==> config.mk <==
export PLATFORM = sky130hd
export DESIGN_NAME = spi_sim_master
export DESIGN_NICKNAME = d
export VERILOG_FILES = /design/src/rtl/spi_sim_master.sv
export SDC_FILE = /design/constraint.sdc
export NUM_CORES = 1
export LEC_CHECK = 0
export BUFFER_PORTS_ARGS = -buffer_cell sky130_fd_sc_hd__buf_4
export CAP_MARGIN = 25
export CELL_PAD_IN_SITES_DETAIL_PLACEMENT = 1
export CELL_PAD_IN_SITES_GLOBAL_PLACEMENT = 1
export CORE_ASPECT_RATIO = 0.75
export CORE_MARGIN = 3
export CORE_UTILIZATION = 45
export CTS_BUF_LIST = sky130_fd_sc_hd__clkbuf_8
export DETAILED_ROUTE_END_ITERATION = 12
export PLACE_DENSITY_LB_ADDON = 0.1
export SLEW_MARGIN = 20
export SYNTH_ARGS = -nofsm -noshare
export SYNTH_HDL_FRONTEND = slang
export SYNTH_SLANG_ARGS = --single-unit
==> constraint.sdc <==
create_clock -name clk -period 3.3 [get_ports clk]
set_input_delay 0.66 -clock clk [delete_from_list [all_inputs] [get_ports clk]]
set_output_delay 0.66 -clock clk [all_outputs]
set_load 0.1 [all_outputs]
==> src/rtl/spi_sim_master.sv <==
// -----------------------------------------------------------------------------
// spi_sim_master
// Single-transaction SPI master (mode 0: CPOL=0, CPHA=0). On an accepted start
// it shifts one frame of CMD_WIDTH command bits followed by DATA_WIDTH data
// bits, MSB first. Command MSB selects direction (1 = read, 0 = write); the
// rest of the command is the register address. Writes drive the data bits on
// MOSI; reads drive 0 during the data phase and sample MISO instead.
// SPI timing is given in ns and converted to clk cycles (ceil, minimum 1).
//
// Ports:
//   clk, rst   system clock, synchronous active-high reset
//   start      request; accepted only while busy = 0 (no queueing)
//   cmd        {dir, addr}, latched at accept
//   wdata      write data, latched at accept
//   busy       high from the accepted start through the end of the CS-high gap
//   done       one-cycle pulse in the cycle CS_n returns high
//   rdata      result of the last completed read frame
//   spi_cs_n   chip select (active low)
//   spi_sclk   serial clock, idles low
//   spi_mosi   master out
//   spi_miso   master in
//   dbg_state  current FSM state, for observation only
//
// Handshake: a transaction is a single-cycle start sampled at a rising clk edge
// while busy = 0; busy rises on the following cycle and the request fields
// are not looked at again until busy has fallen.
// -----------------------------------------------------------------------------
module spi_sim_master #(
   parameter int HIGH       = 1,
   parameter int LOW        = 0,
   parameter int WRITE      = 0,
   parameter int READ       = 1,
   parameter int CMD_WIDTH  = 5,
   parameter int ADDR_WIDTH = 4,
   parameter int DATA_WIDTH = 11,
   parameter int BYTE       = 8,
   parameter int WORD       = 16,
   parameter int DWORD      = 32,
   parameter int CLK_PERIOD = 10,
   parameter int tCLKL      = 40,
   parameter int tCLKH      = 40,
   parameter int tSU_SDI    = 20,
   parameter int tHD_SDI    = 30,
   parameter int tHD_SDO    = 40,
   parameter int tSU_SCS    = 50,
   parameter int tHD_SCS    = 50,
   parameter int tHI_SCS    = 400
) (
   input  logic                  clk,
   input  logic                  rst,
   input  logic                  start,
   input  logic [CMD_WIDTH-1:0]  cmd,
   input  logic [DATA_WIDTH-1:0] wdata,
   output logic                  busy,
   output logic                  done,
   output logic [DATA_WIDTH-1:0] rdata,
   output logic                  spi_cs_n,
   output logic                  spi_sclk,
   output logic                  spi_mosi,
   input  logic                  spi_miso,
   output logic [2:0]            dbg_state
);

   function automatic int to_cycles(input int t_ns);
      int n;
      n = (t_ns + CLK_PERIOD - 1) / CLK_PERIOD;
      return (n < 1) ? 1 : n;
   endfunction

   localparam int N_CLKL   = to_cycles(tCLKL);
   localparam int N_CLKH   = to_cycles(tCLKH);
   localparam int N_SU_SCS = to_cycles(tSU_SCS);
   localparam int N_HD_SCS = to_cycles(tHD_SCS);
   localparam int N_HI_SCS = to_cycles(tHI_SCS);

   localparam int F      = CMD_WIDTH + DATA_WIDTH;
   localparam int N_MAX1 = (N_CLKL > N_CLKH) ? N_CLKL : N_CLKH;
   localparam int N_MAX2 = (N_SU_SCS > N_HD_SCS) ? N_SU_SCS : N_HD_SCS;
   localparam int N_MAX3 = (N_MAX1 > N_MAX2) ? N_MAX1 : N_MAX2;
   localparam int N_MAX  = (N_MAX3 > N_HI_SCS) ? N_MAX3 : N_HI_SCS;
   localparam int CNT_W  = $clog2(N_MAX + 1);
   localparam int IDX_W  = $clog2(F);

   // An inconsistent configuration (MOSI setup/hold not met inside the SCLK
   // phases, or malformed field/width constants) never starts a frame.
   localparam bit CFG_OK = (tCLKL >= tSU_SDI) && (tCLKH >= tHD_SDI) &&
                           (tHD_SDO >= 0) && (READ != WRITE) &&
                           (ADDR_WIDTH == CMD_WIDTH - 1) &&
                           (BYTE <= WORD) && (WORD <= DWORD);

   localparam logic SIG_HI = 1'(HIGH);
   localparam logic SIG_LO = 1'(LOW);

   typedef enum logic [2:0] {
      IDLE      = 3'd0,
      CS_SETUP  = 3'd1,
      SCLK_LOW  = 3'd2,
      SCLK_HIGH = 3'd3,
      CS_HOLD   = 3'd4,
      GAP       = 3'd5
   } state_t;

   state_t                state_q, state_d;
   logic [CNT_W-1:0]      cnt_q, cnt_d;
   logic [IDX_W-1:0]      idx_q, idx_d;
   logic [F-1:0]          frame_q, frame_d;
   logic [DATA_WIDTH-1:0] rsh_q, rsh_d;
   logic [DATA_WIDTH-1:0] rdata_q, rdata_d;
   logic                  busy_q, busy_d;
   logic                  done_q, done_d;
   logic                  cs_n_q, cs_n_d;
   logic                  sclk_q, sclk_d;
   logic                  mosi_q, mosi_d;

   logic                  is_read;
   logic [IDX_W-1:0]      nidx;
   logic                  nbit;

   assign is_read = (frame_q[F-1] == 1'(READ));

   // MOSI value for the bit about to start its low phase: bit 0 when leaving
   // CS_SETUP, otherwise the next index. The data phase of a read drives 0.
   always_comb begin
      nidx = (state_q == CS_SETUP) ? '0 : idx_q + IDX_W'(1);
      nbit = frame_q[IDX_W'(F - 1) - nidx];
      if (is_read && (nidx >= IDX_W'(CMD_WIDTH))) begin
         nbit = 1'b0;
      end
   end

   always_comb begin
      state_d = state_q;
      cnt_d   = cnt_q;
      idx_d   = idx_q;
      frame_d = frame_q;
      rsh_d   = rsh_q;
      rdata_d = rdata_q;
      busy_d  = busy_q;
      done_d  = 1'b0;
      cs_n_d  = cs_n_q;
      sclk_d  = sclk_q;
      mosi_d  = mosi_q;
      case (state_q)
         IDLE: begin
            if (start && CFG_OK) begin
               frame_d = {cmd, wdata};
               busy_d  = 1'b1;
               cs_n_d  = SIG_LO;
               cnt_d   = '0;
               state_d = CS_SETUP;
            end
         end
         CS_SETUP: begin
            if (cnt_q == CNT_W'(N_SU_SCS - 1)) begin
               cnt_d   = '0;
               idx_d   = '0;
               mosi_d  = nbit;
               state_d = SCLK_LOW;
            end else begin
               cnt_d = cnt_q + CNT_W'(1);
            end
         end
         SCLK_LOW: begin
            if (cnt_q == CNT_W'(N_CLKL - 1)) begin
               cnt_d   = '0;
               sclk_d  = SIG_HI;
               state_d = SCLK_HIGH;
            end else begin
               cnt_d = cnt_q + CNT_W'(1);
            end
         end
         SCLK_HIGH: begin
            // The slave updates MISO on the falling edge, so it is stable
            // throughout the high phase; sample once on entry.
            if ((cnt_q == '0) && is_read && (idx_q >= IDX_W'(CMD_WIDTH))) begin
               rsh_d = {rsh_q[DATA_WIDTH-2:0], spi_miso};
            end
            if (cnt_q == CNT_W'(N_CLKH - 1)) begin
               cnt_d  = '0;
               sclk_d = SIG_LO;
               if (idx_q == IDX_W'(F - 1)) begin
                  state_d = CS_HOLD;
               end else begin
                  idx_d   = nidx;
                  mosi_d  = nbit;
                  state_d = SCLK_LOW;
               end
            end else begin
               cnt_d = cnt_q + CNT_W'(1);
            end
         end
         CS_HOLD: begin
            if (cnt_q == CNT_W'(N_HD_SCS - 1)) begin
               cnt_d   = '0;
               cs_n_d  = SIG_HI;
               mosi_d  = 1'b0;
               done_d  = 1'b1;
               if (is_read) begin
                  rdata_d = rsh_q;
               end
               state_d = GAP;
            end else begin
               cnt_d = cnt_q + CNT_W'(1);
            end
         end
         GAP: begin
            if (cnt_q == CNT_W'(N_HI_SCS - 1)) begin
               cnt_d   = '0;
               busy_d  = 1'b0;
               state_d = IDLE;
            end else begin
               cnt_d = cnt_q + CNT_W'(1);
            end
         end
         default: begin
            cnt_d   = '0;
            busy_d  = 1'b0;
            cs_n_d  = SIG_HI;
            sclk_d  = SIG_LO;
            mosi_d  = 1'b0;
            state_d = IDLE;
         end
      endcase
   end

   always_ff @(posedge clk) begin
      if (rst) begin
         state_q <= IDLE;
         cnt_q   <= '0;
         idx_q   <= '0;
         frame_q <= '0;
         rsh_q   <= '0;
         rdata_q <= '0;
         busy_q  <= 1'b0;
         done_q  <= 1'b0;
         cs_n_q  <= 1'b1;
         sclk_q  <= 1'b0;
         mosi_q  <= 1'b0;
      end else begin
         state_q <= state_d;
         cnt_q   <= cnt_d;
         idx_q   <= idx_d;
         frame_q <= frame_d;
         rsh_q   <= rsh_d;
         rdata_q <= rdata_d;
         busy_q  <= busy_d;
         done_q  <= done_d;
         cs_n_q  <= cs_n_d;
         sclk_q  <= sclk_d;
         mosi_q  <= mosi_d;
      end
   end

   assign busy      = busy_q;
   assign done      = done_q;
   assign rdata     = rdata_q;
   assign spi_cs_n  = cs_n_q;
   assign spi_sclk  = sclk_q;
   assign spi_mosi  = mosi_q;
   assign dbg_state = state_q;

endmodule

## Word-level counts from Yosys, hierarchy flattened

Index checks and enable logic that the tools add are counted.

- Eq/ne operators: 16
- Magnitude comparators: 3
- Add/sub/neg operators: 3
- Div/mod/pow operators: 0
- Multiplexer cells: 36
- Reductions and logical operators: 22
- Bitwise logic cells: 5
- Shift-type cells: 0
- $mul: 0

Operators by type and width:

| operator | number |
|---|---|
| 6-bit two-way mux | 4 |
| 6-bit one-hot mux with 4 select lines | 1 |
| 3-bit two-way mux | 7 |
| 3-bit one-hot mux with 6 select lines | 1 |
| 4-bit two-way mux | 4 |
| 1-bit two-way mux | 13 |
| 2-bit != test (second input constant) | 6 |
| 3-bit AND reduction | 4 |
| 4-bit OR reduction | 3 |
| 1-bit one-hot mux with 3 select lines | 3 |
| 4-bit by 3-bit greater-or-equal comparator with 1-bit output (second input constant) | 2 |
| 4-bit one-hot mux with 2 select lines | 1 |
| 6-bit by 1-bit adder with 6-bit output (second input constant) | 1 |
| 3-bit by 2-bit == test with 1-bit output (second input constant) | 2 |
| 3-bit == test (second input constant) | 2 |
| 6-bit by 2-bit == test with 1-bit output (second input constant) | 1 |
| 6-bit by 3-bit == test with 1-bit output (second input constant) | 1 |
| 6-bit == test (second input constant) | 1 |
| 6-bit logical NOT | 1 |
| 6-bit AND reduction | 1 |
| 2-bit OR reduction | 3 |
| 4-bit by 5-bit less-than comparator with 1-bit output (second input constant) | 1 |
| 1-bit inverter | 5 |
| 5-bit AND reduction | 1 |
| other kinds (13) | 16 |

- Output and inout bits: 19
- Logic and storage cells: 96
- Memory bits (read-only): 0
- Bits in latches: 0
- Memories: 0
- Input bits: 20
- RAM bits: 0
- Flip-flop bits (word level): 56

## Longest topological paths before layout

Gate-level depths: netlist (run 1).

- Depth in word-level cells: 9
- Mapped depth: 9
- Mapped depth without buffers: 7

## Worst setup path after synthesis (run 1)

Ideal clock, no wire load.

- Path type: reg-to-reg
- Start: reg state_q[0], in the netlist dbg_state[0]
- End: reg mosi_q, in the netlist spi_mosi
- Library setup time: 0.137 ns
- Data arrival time: 2.522 ns
- Setup slack: 0.642 ns
- Path buffers: 2
- Clock period less this slack: 2.658 ns
- Cell stages (with the launch flop): 7
- Data required time: 3.163 ns
- Cells stage by stage: dfxtp_1 > buf_2 > nor3b_1 > clkbuf_1 > a221oi_1 > a2111oi_0 > o32ai_1

- Longest elaborated chain between the ends: 9
- Elaborated cells between the ends (all ways): 24
- Those cells by class: add/sub (1); order compare (1); eq/ne (9); mux (8); bitwise (1); reduce/logical (4)

RTL lines:

| element | RTL line | text |
|---|---|---|
| start: declaration | 103 | `state_t state_q, state_d;` |
| start signal: assignment | 240 | `state_q <= state_d;` |
| 3-bit by 1-bit == test with 1-bit output | 124, 143 |  |
| 4-bit two-way mux | 124 | `nidx = (state_q == CS_SETUP) ? '0 : idx_q + IDX_W'(1);` |
| 4-bit subtractor | 125 | `nbit = frame_q[IDX_W'(F - 1) - nidx];` |
| 1-bit binary-select mux with 4-bit select | 125 |  |
| 1-bit two-way mux (implied by the code) | 125 |  |
| 1-bit two-way mux | 126 | `if (is_read && (nidx >= IDX_W'(CMD_WIDTH))) begin` |
| 1-bit two-way mux | 181 | `if (idx_q == IDX_W'(F - 1)) begin` |
| 1-bit two-way mux | 178 | `if (cnt_q == CNT_W'(N_CLKH - 1)) begin` |
| 1-bit one-hot mux with 4 select lines | 143 | `case (state_q)` |
| end signal: assignment | 250 | `mosi_q <= mosi_d;` |
| end: declaration | 113 | `logic mosi_q, mosi_d;` |

Parallel ways exist; a longest one is shown, timed or not. The select of a mux whose other input is x is not followed.
A chain may end at the register's enable or synchronous reset.

## Worst setup path after layout (run 1)

- Start: reg idx_q[0]
- End: reg mosi_q, in the netlist spi_mosi

- Longest elaborated chain between the ends: 9
- Elaborated cells between the ends (all ways): 15
- Those cells by class: add/sub (2); order compare (1); eq/ne (2); mux (8); reduce/logical (2)

RTL lines:

| element | RTL line | text |
|---|---|---|
| start: declaration | 105 | `logic [IDX_W-1:0] idx_q, idx_d;` |
| start signal: assignment | 242 | `idx_q <= idx_d;` |
| 4-bit by 1-bit adder with 4-bit output | 124 |  |
| 4-bit two-way mux | 124 |  |
| 4-bit subtractor | 125 |  |
| 1-bit binary-select mux with 4-bit select | 125 |  |
| 1-bit two-way mux (implied by the code) | 125 |  |
| 1-bit two-way mux | 126 |  |
| 1-bit two-way mux | 181 |  |
| 1-bit two-way mux | 178 |  |
| 1-bit one-hot mux with 4 select lines | 143 |  |

Parallel ways exist; a longest one is shown, timed or not. The select of a mux whose other input is x is not followed.

==> reports/results.ini, run 1 <==
[route]
route.vias.total = 2424
avgRoutedWirePerCell_um = 16.8
wl_um = 7200
remaining_drc_errors = 0
drt-pass1-iter-count = 4
ant_nets = 0
vias_per_cell = 5.65
drt_iter0_markers = 124

[timing]
tightest_slew_ns = 0.768
period_minus_slack_ns = 2.48
final.period_utilization = 0.752
relSlewSlack = 0.487
layout_setup_ws_ns = 0.817
setup_viol = 0
rsz0062_at_grt = no
hold_violations = 0
clock.fmax_mhz = 403
finalSetupTns_ns = 0
slew_violations = 0
worst_clock_skew_ns = 0.00859

[global_route]
antenna_found_initial = 0
grt_overflow_total = 0
grt_pass1_wl_um = 12000
grt_max_degree = 56
track_usage = 0.218
grt_pass1_vias = 2399

[synthesis]
synthTopCellsByArea = dfxtp_1 41%, mux2i_1 8.5%, nand2_1 6.8%, nor2_1 6.1%, a21oi_1 5.9%
yosysTopAreaCellShare = 0.413
ys_seq_area_frac = 0.413
synth_commonest_cells = 56 x dfxtp_1, 49 x nand2_1, 44 x nor2_1
synth_cell_types = 51
synthArstFlopShare = 0
synth_warnings = 0
synth_enable_flop_cells = 0
ys_ff_latch = 56
syn_nets = 353
synthMostInstantiatedCell = dfxtp_1
avgSynthCellArea_um2 = 8.28
synth.cell_area_mm2 = 0.00272
synth.largest_area_cell = dfxtp_1
ys.flop_type = dfxtp_1
syn_inst = 328

[clock_network]
numCtsBuffers = 5
clk_latency_ns = 0.31
clk_path_buf_depth = 2
post_cts_buffers = 0
cts_tree = built
cts_hold_buf = 0
cts_resized = 0
cts_root_buf = clkbuf_8
path_clk_slew_ns = 0.10
cts_max_level = 2
cts.sinks = 56

[layout]
area_growth_pct = 15.4
fin_cells = 429
fin_nets = 378
antennaDiodeCount = 0
drive_gt1_frac = 0.169

[placement]
hpwlAfterDp_um = 4970
pre_cts_slack_ns = 0.832
io_buffer_count = 38
dp_cells = 421
finalWeightedCongestion = 0.851

[die]
core_area_mm2 = 0.00558
die_w_um = 95.7
die-area_mm2 = 0.00701
initial_utilization = 0.486
io_pins = 39
num_rows = 23
die_y_um = 73.3

[critical_path]
cp-end-kind = register
required_ns = 3.49
worst_ep_arrival_time_ns = 2.67
path_max_fanout = 12
reg2reg_slack_ns = 0.82
worstSetupPathType = reg2reg
critPathLaunchType = register

[flow_run]
maxCapViolCount = 0

[power_and_ir_drop]
peakVddDrop_v = 0.000242
leakage_nw = 1.26
power.density_mw_per_mm2 = 432

[run_status]
status = completed

[min_path]
hp-class = reg2reg

## placed cells by master (no fill, tap or decap), drive strengths merged, types with 2 or more instances in the layout
master	netlist	routed
nor3b	2	2
nor2	44	44
xor2	3	3
mux2i	23	23
a41oi	2	2
and2	2	2
nor4	3	3
a211oi	3	3
nand2	49	49
o21ai	14	14
nor3	8	8
nand2b	4	4
or3	2	2
buf	7	43
a21oi	32	32
mux2	2	2
a2111oi	4	4
nand4	2	2
and3	3	3
ha	5	5
nor2b	3	3
clkbuf	18	5
nand3b	3	3
a221oi	2	2
inv	8	8
nand3	8	8
dfxtp	56	56
## cells by family after synthesis
| logic type | after synthesis | synth area share |
|---|---|---|
| compound gates | 68 | 0.161 |
| xor+xnor | 4 | 0.0129 |
| fa+ha+maj | 5 | 0.0230 |
| buf+inv | 33 | 0.0512 |
| flops | 56 | 0.413 |
| mux | 26 | 0.101 |
| simple gates | 136 | 0.237 |
## per-stage QoR
| stage | cell area (um2) | util | power (mW) | hold WS (ns) |
|---|---|---|---|---|
| after floorplan | 2720 | - | 0.852 | 0.433 |
| after global placement | 3020 | 0.541 | 0.907 | 0.445 |
| after detailed placement | 3020 | 0.541 | 0.912 | 0.451 |
| after CTS | 3130 | 0.561 | 1.36 | 0.466 |
| after global routing | 3130 | 0.561 | 1.41 | 0.491 |
| final | 3130 | 0.561 | 1.35 | 0.465 |
## state kept, by name, indices dropped and copies added, names as in the netlist
signal,cells
frame_q,16
rdata,11
rsh_q,11
cnt_q,6
idx_q,4
dbg_state,3
busy,1
done,1
spi_cs_n,1
spi_mosi,1
spi_sclk,1
## path summary, 6_finish.rpt
path,from,to,cells after the start
max,idx_q[0]$_SDFFE_PP0P_,spi_mosi$_SDFFE_PP0P_,6
min,frame_q[8]$_SDFFE_PP0P_,frame_q[8]$_SDFFE_PP0P_,2
max reg2reg,idx_q[0]$_SDFFE_PP0P_,spi_mosi$_SDFFE_PP0P_,6
min reg2reg,frame_q[8]$_SDFFE_PP0P_,frame_q[8]$_SDFFE_PP0P_,2
## layout make-up
cell class | count | area, um2
fillers | 688 | 2450
multi-input cells | 239 | 1460
flip-flops and latches | 56 | 1120
repair buffers | 43 | 323
well taps | 75 | 93.8
clock buffers | 5 | 68.8
clock inverters | 3 | 42.5
inverters | 8 | 30.0
## worst max-delay path, cell delays in order (launching register included)
cell and delay, ns:
dfxtp_1 0.59, ha_1 0.41, xnor2_1 0.32, mux2i_1 0.27
a221oi_1 0.10, a2111oi_0 0.53, o32ai_1 0.15
## where the power goes
| part | leakage, nW | internal, mW | switching, mW | total [mW] |
|---|---|---|---|---|
| Sequential | 0.455 | 0.697 | 0.0158 | 0.712 |
| Clock | 0.0541 | 0.225 | 0.230 | 0.455 |
| Combinational | 0.755 | 0.0617 | 0.123 | 0.185 |
## per-layer routing
layer / routed length, um / up-vias / track usage / part of all wire
met2: 3400 / 35 / 0.357 / 0.47
met3: 247 / 6 / 0.0430 / 0.034
li1: - / 1188 / - / -
met5: 0 / - / 0 / 0
met1: 3500 / 1195 / 0.301 / 0.49
met4: 48 / 0 / 0.0394 / 0.0067
(Power assumes the default switching activity.)
==> run 2, diff against run 1 <==
- ABC_AREA: unset -> 1
- CORE_UTILIZATION: 45 -> 42
- clock period: 3.3 -> 2.5 ns (I/O delays scaled with it)
==> run 2 against run 1 <==
Effect of this change: first-iteration DRC count decreased by 31%; cell count increased by 11%; via count decreased by 0.29%; die area increased by 3.4%; register-to-register slack got worse by 0.42 ns; maximum frequency increased by 18%.
==> reports/results.ini, run 2 <==
[layout]
layout_commonest_cell = nand2_1
regMostFlops = frame_q
layout.area.seq_mm2 = 0.00112
nFillCells = 791
finish.utilization = 0.513
area_growth_pct = 16.1
antennaDiodeCount = 0
fin_nets = 421
mostFrequentLayoutCells = 90 x nand2_1, 56 x dfxtp_1, 52 x a21oi_1
multi_input_comb_area_mm2 = 0.00125
drive_gt1_frac = 0.202
largest_register_ffs = 16

[timing]
finalSetupTns_ns = 0
worst_clock_skew_ns = 0.0119
period_minus_slack_ns = 2.10
relSlewSlack = 0.519
slew_violations = 0
tightest_slew_ns = 0.719
clock.fmax_mhz = 476
final.period_utilization = 0.840
rsz0062_at_grt = no
hold_violations = 0
setup_viol = 0

[synthesis]
synthArstFlopShare = 0
synthTopCellsByArea = dfxtp_1 43%, nand2_1 13%, a21oi_1 9.9%, inv_1 5.0%, nand3_1 4.0%
synth_warnings = 0
syn_nets = 387
synth_enable_flop_cells = 0
ys.flop_type = dfxtp_1
syn_inst = 362
synthMostInstantiatedCell = nand2_1
synth_commonest_cells = 90 x nand2_1, 56 x dfxtp_1, 52 x a21oi_1
synth.largest_area_cell = dfxtp_1
synth.cell_area_mm2 = 0.00263
synth_cell_types = 32
ys_seq_area_frac = 0.427
avgSynthCellArea_um2 = 7.25
ys_ff_latch = 56
yosysTopAreaCellShare = 0.427

[clock_network]
post_cts_buffers = 0
cts_max_level = 2
path_clk_slew_ns = 0.11
numCtsBuffers = 5
cts.sinks = 56
cts_tree = built
cts_hold_buf = 0
clk_latency_ns = 0.31
cts_resized = 0
clk_path_buf_depth = 2
cts_root_buf = clkbuf_8

[route]
vias_per_cell = 5.09
ant_nets = 0
drt_iter0_markers = 86
remaining_drc_errors = 0
route.vias.total = 2417
wl_um = 6870
drt-pass1-iter-count = 4
avgRoutedWirePerCell_um = 14.5

[die]
die_w_um = 97.3
die_y_um = 74.5
core_area_mm2 = 0.00595
io_pins = 39
num_rows = 24
initial_utilization = 0.442
die-area_mm2 = 0.00725

[flow_run]
maxCapViolCount = 0

[critical_path]
critPathLaunchType = register
worstSetupPathType = reg2reg
cp-end-kind = register
worst_ep_arrival_time_ns = 2.29
required_ns = 2.69
path_max_fanout = 22

[global_route]
antenna_found_initial = 0
grt_overflow_total = 0
track_usage = 0.196
grt_max_degree = 35
grt_pass1_vias = 2380
grt_pass1_wl_um = 11600

[placement]
hpwlAfterDp_um = 5050
finalWeightedCongestion = 0.845
io_buffer_count = 38

[power_and_ir_drop]
swShare = 0.476
switching_power_mw = 1.53
power_frac_clock = 0.164
power_frac_seq = 0.358
power.density_mw_per_mm2 = 1060
leakage_nw = 1.27
power_frac_comb = 0.478
p_int_mw = 1.69
peakVddDrop_v = 0.000383

[min_path]
hp-class = in2reg

[run_status]
status = completed

[run 2: changes by cell type in the layout (fill, tap and decap cells not counted), moves of 4 or more]
cell / delta
inv_2: +10
nand2_2: +4
nand3_1: +13
nor2_2: +4
nand2_1: +41
inv_1: +27
nand3_2: +5
mux2i_1: -23
nor2_1: -32
o21ai_1: +11
a21oi_1: +20
nand2b_1: -4
[run 2: layout make-up]
cell class	instances	area share
Multi-Input combinational cell	246	0.411
Sequential cell	56	0.368
Inverter	46	0.0571
Clock inverter	3	0.00821
Tap cell	78	0.0320
Timing Repair Buffer	41	0.101
Clock buffer	5	0.0226
[run 2: path summary, 6_finish.rpt]
check / from / endpoint / slack (ns) / cells past startpoint
min reg2reg: frame_q[3]$_SDFFE_PP0P_ / frame_q[3]$_SDFFE_PP0P_ / 0.46 / 2
max reg2reg: idx_q[0]$_SDFFE_PP0P_ / rsh_q[10]$_SDFFE_PP0P_ / 0.40 / 8
max: idx_q[0]$_SDFFE_PP0P_ / rsh_q[10]$_SDFFE_PP0P_ / 0.40 / 8
min: wdata[5] / frame_q[5]$_SDFFE_PP0P_ / 0.43 / 3
[run 2: power by group through the flow]
stage	sequential [mW]	combinational [mW]	clock, mW
final	1.15	1.54	0.530
after CTS	1.15	1.54	0.549
after global placement	1.17	1.51	0
after global routing	1.18	1.71	0.584
after floorplan	1.40	0.970	0
after detailed placement	1.17	1.53	0
[run 2: logic make-up after synthesis]
family / Yosys count / share of synthesized area
buf+inv: 60 / 0.0958
fa+ha+maj: 5 / 0.0238
simple gates: 152 / 0.269
flops: 56 / 0.427
compound gates: 89 / 0.184
[run 2: critical path: stages (launching register included)]
cell and delay, ns:
dfxtp_1 0.44, inv_1 0.24, ha_1 0.27, inv_1 0.05, o21ai_0 0.07, nand2_1 0.09
nand4_2 0.43, o21ai_0 0.33, a21oi_1 0.06
[run 2: routing by layer]
metal,up-vias,global-route usage,part of all wire
met1,1131,0.290,0.54
met3,2,0.0394,0.035
met2,31,0.304,0.42
li1,1253,-,-
met5,-,0,0
met4,0,0.0307,0.0036
[run 2: through the flow]
stage / hold WS (ns) / cells / area [um2] / worst slack [ns] / total power [mW]
finish: 0.433 / 475 / 3050 / 0.399 / 3.22
global route: 0.425 / 475 / 3050 / 0.163 / 3.47
CTS: 0.427 / 475 / 3050 / 0.386 / 3.25
detailed placement: 0.449 / 467 / 2950 / 0.443 / 2.71
global placement: 0.438 / 467 / 2950 / 0.561 / 2.68
floorplan: 0.424 / 362 / 2630 / 0.398 / 2.37
==> run 3, diff against run 2 <==
- CORE_UTILIZATION: 42 -> 38
- clock period: 2.5 -> 1.8 ns (I/O delays scaled with it)
==> run 3 against run 2 <==
Effect of this change: largest power group unchanged; sequential cell count did not move; first-iteration DRC count rose by 16%; power rose by 49%; critical endpoint is now dbg_state[0]$_SDFFE_PP0P_; clock skew fell by 0.0031 ns; critical path type unchanged; global-route usage fell by 0.67 points; clock power rose by 41%; highest routed layer unchanged; non-clock buffer count rose by 12.
==> reports/results.ini, run 3 (same netlist as run 2, synthesis figures left out) <==
[run_status]
status = completed

[placement]
dp_cells = 480
pre_cts_slack_ns = -0.0947
finalWeightedCongestion = 0.786
hpwlAfterDp_um = 5240
placed_area_mm2 = 0.00305
io_buffer_count = 38

[layout]
regMostFlops = frame_q
design_area_mm2 = 0.00322
layout_commonest_cell = nand2_1
fin_nets = 434
antennaDiodeCount = 0
area_growth_pct = 22.6
mostFrequentLayoutCells = 88 x nand2_1, 52 x a21oi_1, 52 x dfxtp_1, 52 x buf_4, 34 x inv_1
largest_register_ffs = 16
drive_gt1_frac = 0.246
fin_cells = 491

[power_and_ir_drop]
leakage_nw = 1.34
power.density_mw_per_mm2 = 1490
peakVddDrop_v = 0.000564

[clock_network]
numCtsBuffers = 5
cts_max_level = 2
cts_hold_buf = 0
path_clk_slew_ns = 0.11
cts.sinks = 56
cts_root_buf = clkbuf_8
cts_tree = built
clk_path_buf_depth = 2
clk_latency_ns = 0.32

[route]
drt-pass1-iter-count = 4
avgRoutedWirePerCell_um = 15.1
wl_um = 7390
remaining_drc_errors = 0
route.vias.total = 2494
drt_iter0_markers = 100
ant_nets = 0
vias_per_cell = 5.08

[timing]
final.period_utilization = 0.937
layout_setup_ws_ns = 0.113
worst_clock_skew_ns = 0.00878
period_minus_slack_ns = 1.69
setup_viol = 0
slew_violations = 0
tightest_slew_ns = 0.432
hold_violations = 0
relSlewSlack = 0.710
clock.fmax_mhz = 593
finalSetupTns_ns = 0

[global_route]
grt_max_degree = 34
grt_pass1_wl_um = 12100
antenna_found_initial = 0
grt_pass1_vias = 2464
track_usage = 0.189
grt_overflow_total = 0

[critical_path]
worstSetupPathDepth = 10
crit_family = simple AND/OR/NAND/NOR gates
cpMaxStageDelayCell = dfxtp_2
cp-end-kind = register
path_max_fanout = 4
crit_buf_inv = 1
reg2reg_depth = 10
critPathLaunchType = register
rr_startpoint = cnt_q[1]$_SDFFE_PP0N_
worstSetupPathType = reg2reg
required_ns = 2.01
reg2reg_slack_ns = 0.11
worst_ep_arrival_time_ns = 1.90
max_stage_delay_ns = 0.35
regToRegEndpoint = dbg_state[0]$_SDFFE_PP0P_
crit_top_cell = nand2_2
cp_cell_sequence = inv_1 -> ha_1 -> nor3b_4 -> nand2_2 -> nand2_2 -> nand2_2 -> nor2_4 -> nand2_2 -> nor3_1 -> nor2_1

[die]
die-area_mm2 = 0.00796
io_pins = 39
die_w_um = 102
initial_utilization = 0.404
num_rows = 25
die_y_um = 78.0
core_area_mm2 = 0.00651

[min_path]
holdPathEnd = frame_q[5]$_SDFFE_PP0P_
hp-class = in2reg
whs_path_depth = 3
hp-start = wdata[5]

[flow_run]
maxCapViolCount = 0

-- run 3: repair_timing --
action                                 in CTS  in global routing
endpoints found under the hold margin       0                  0
gates cloned                                0                  1
setup endpoints to repair                  11                 27
resized for setup                           2                  9
buffers inserted                            0                  2
pin swaps                                   0                  1
-- run 3: worst max-delay path by stage --
stage / slack, ns / to / startpoint
2_1_floorplan: 0.11 / rsh_q[1]$_SDFFE_PP0P_ / dbg_state[0]$_SDFFE_PP0P_
3_3_place_gp: 0.03 / rsh_q[0]$_SDFFE_PP0P_ / idx_q[0]$_SDFFE_PP0P_
3_5_place_dp: -0.09 / rsh_q[0]$_SDFFE_PP0P_ / idx_q[0]$_SDFFE_PP0P_
4_1_cts: 0.02 / dbg_state[1]$_SDFFE_PP0P_ / cnt_q[0]$_SDFFE_PP0N_
5_1_grt: -0.02 / dbg_state[0]$_SDFFE_PP0P_ / cnt_q[1]$_SDFFE_PP0N_
6_report: 0.11 / dbg_state[0]$_SDFFE_PP0P_ / cnt_q[1]$_SDFFE_PP0N_
-- run 3: area by class of cell --
| cell class | instances | area (um2) |
|---|---|---|
| clock buffers | 5 | 68.8 |
| repair buffers | 53 | 410 |
| fillers | 846 | 3290 |
| flip-flops and latches | 56 | 1130 |
| clock inverters | 3 | 27.5 |
| inverters | 46 | 174 |
| well taps | 81 | 101 |
| multi-input cells | 247 | 1310 |
-- run 3: metrics by stage --
| step | hold WS [ns] | total power, mW | util |
|---|---|---|---|
| after CTS | 0.285 | 4.70 | 0.486 |
| after floorplan | 0.424 | 3.30 | - |
| after detailed placement | 0.439 | 3.92 | 0.469 |
| final | 0.283 | 4.80 | 0.495 |
| after global routing | 0.269 | 5.16 | 0.495 |
| after global placement | 0.435 | 3.87 | 0.469 |
-- run 3: worst register-to-register path, delay by kind of cell (launching register included) --
| family | cells | cell delay, ns |
|---|---|---|
| fa+ha+maj | 1 | 0.17 |
| simple gates | 8 | 0.99 |
| buf+inv | 1 | 0.08 |
| flops | 1 | 0.35 |
-- run 3: metal layers --
metal	global-route usage	wire, um
met5	0	0
met4	0.0275	30
met3	0.0323	252
met2	0.280	3160
met1	0.292	3950
-- run 3: where the power goes --
group	internal [mW]	leakage (nW)	switching, mW
logic	0.791	0.840	1.68
registers	1.44	0.457	0.143
clock network	0.287	0.0463	0.462
total	2.52	1.34	2.28
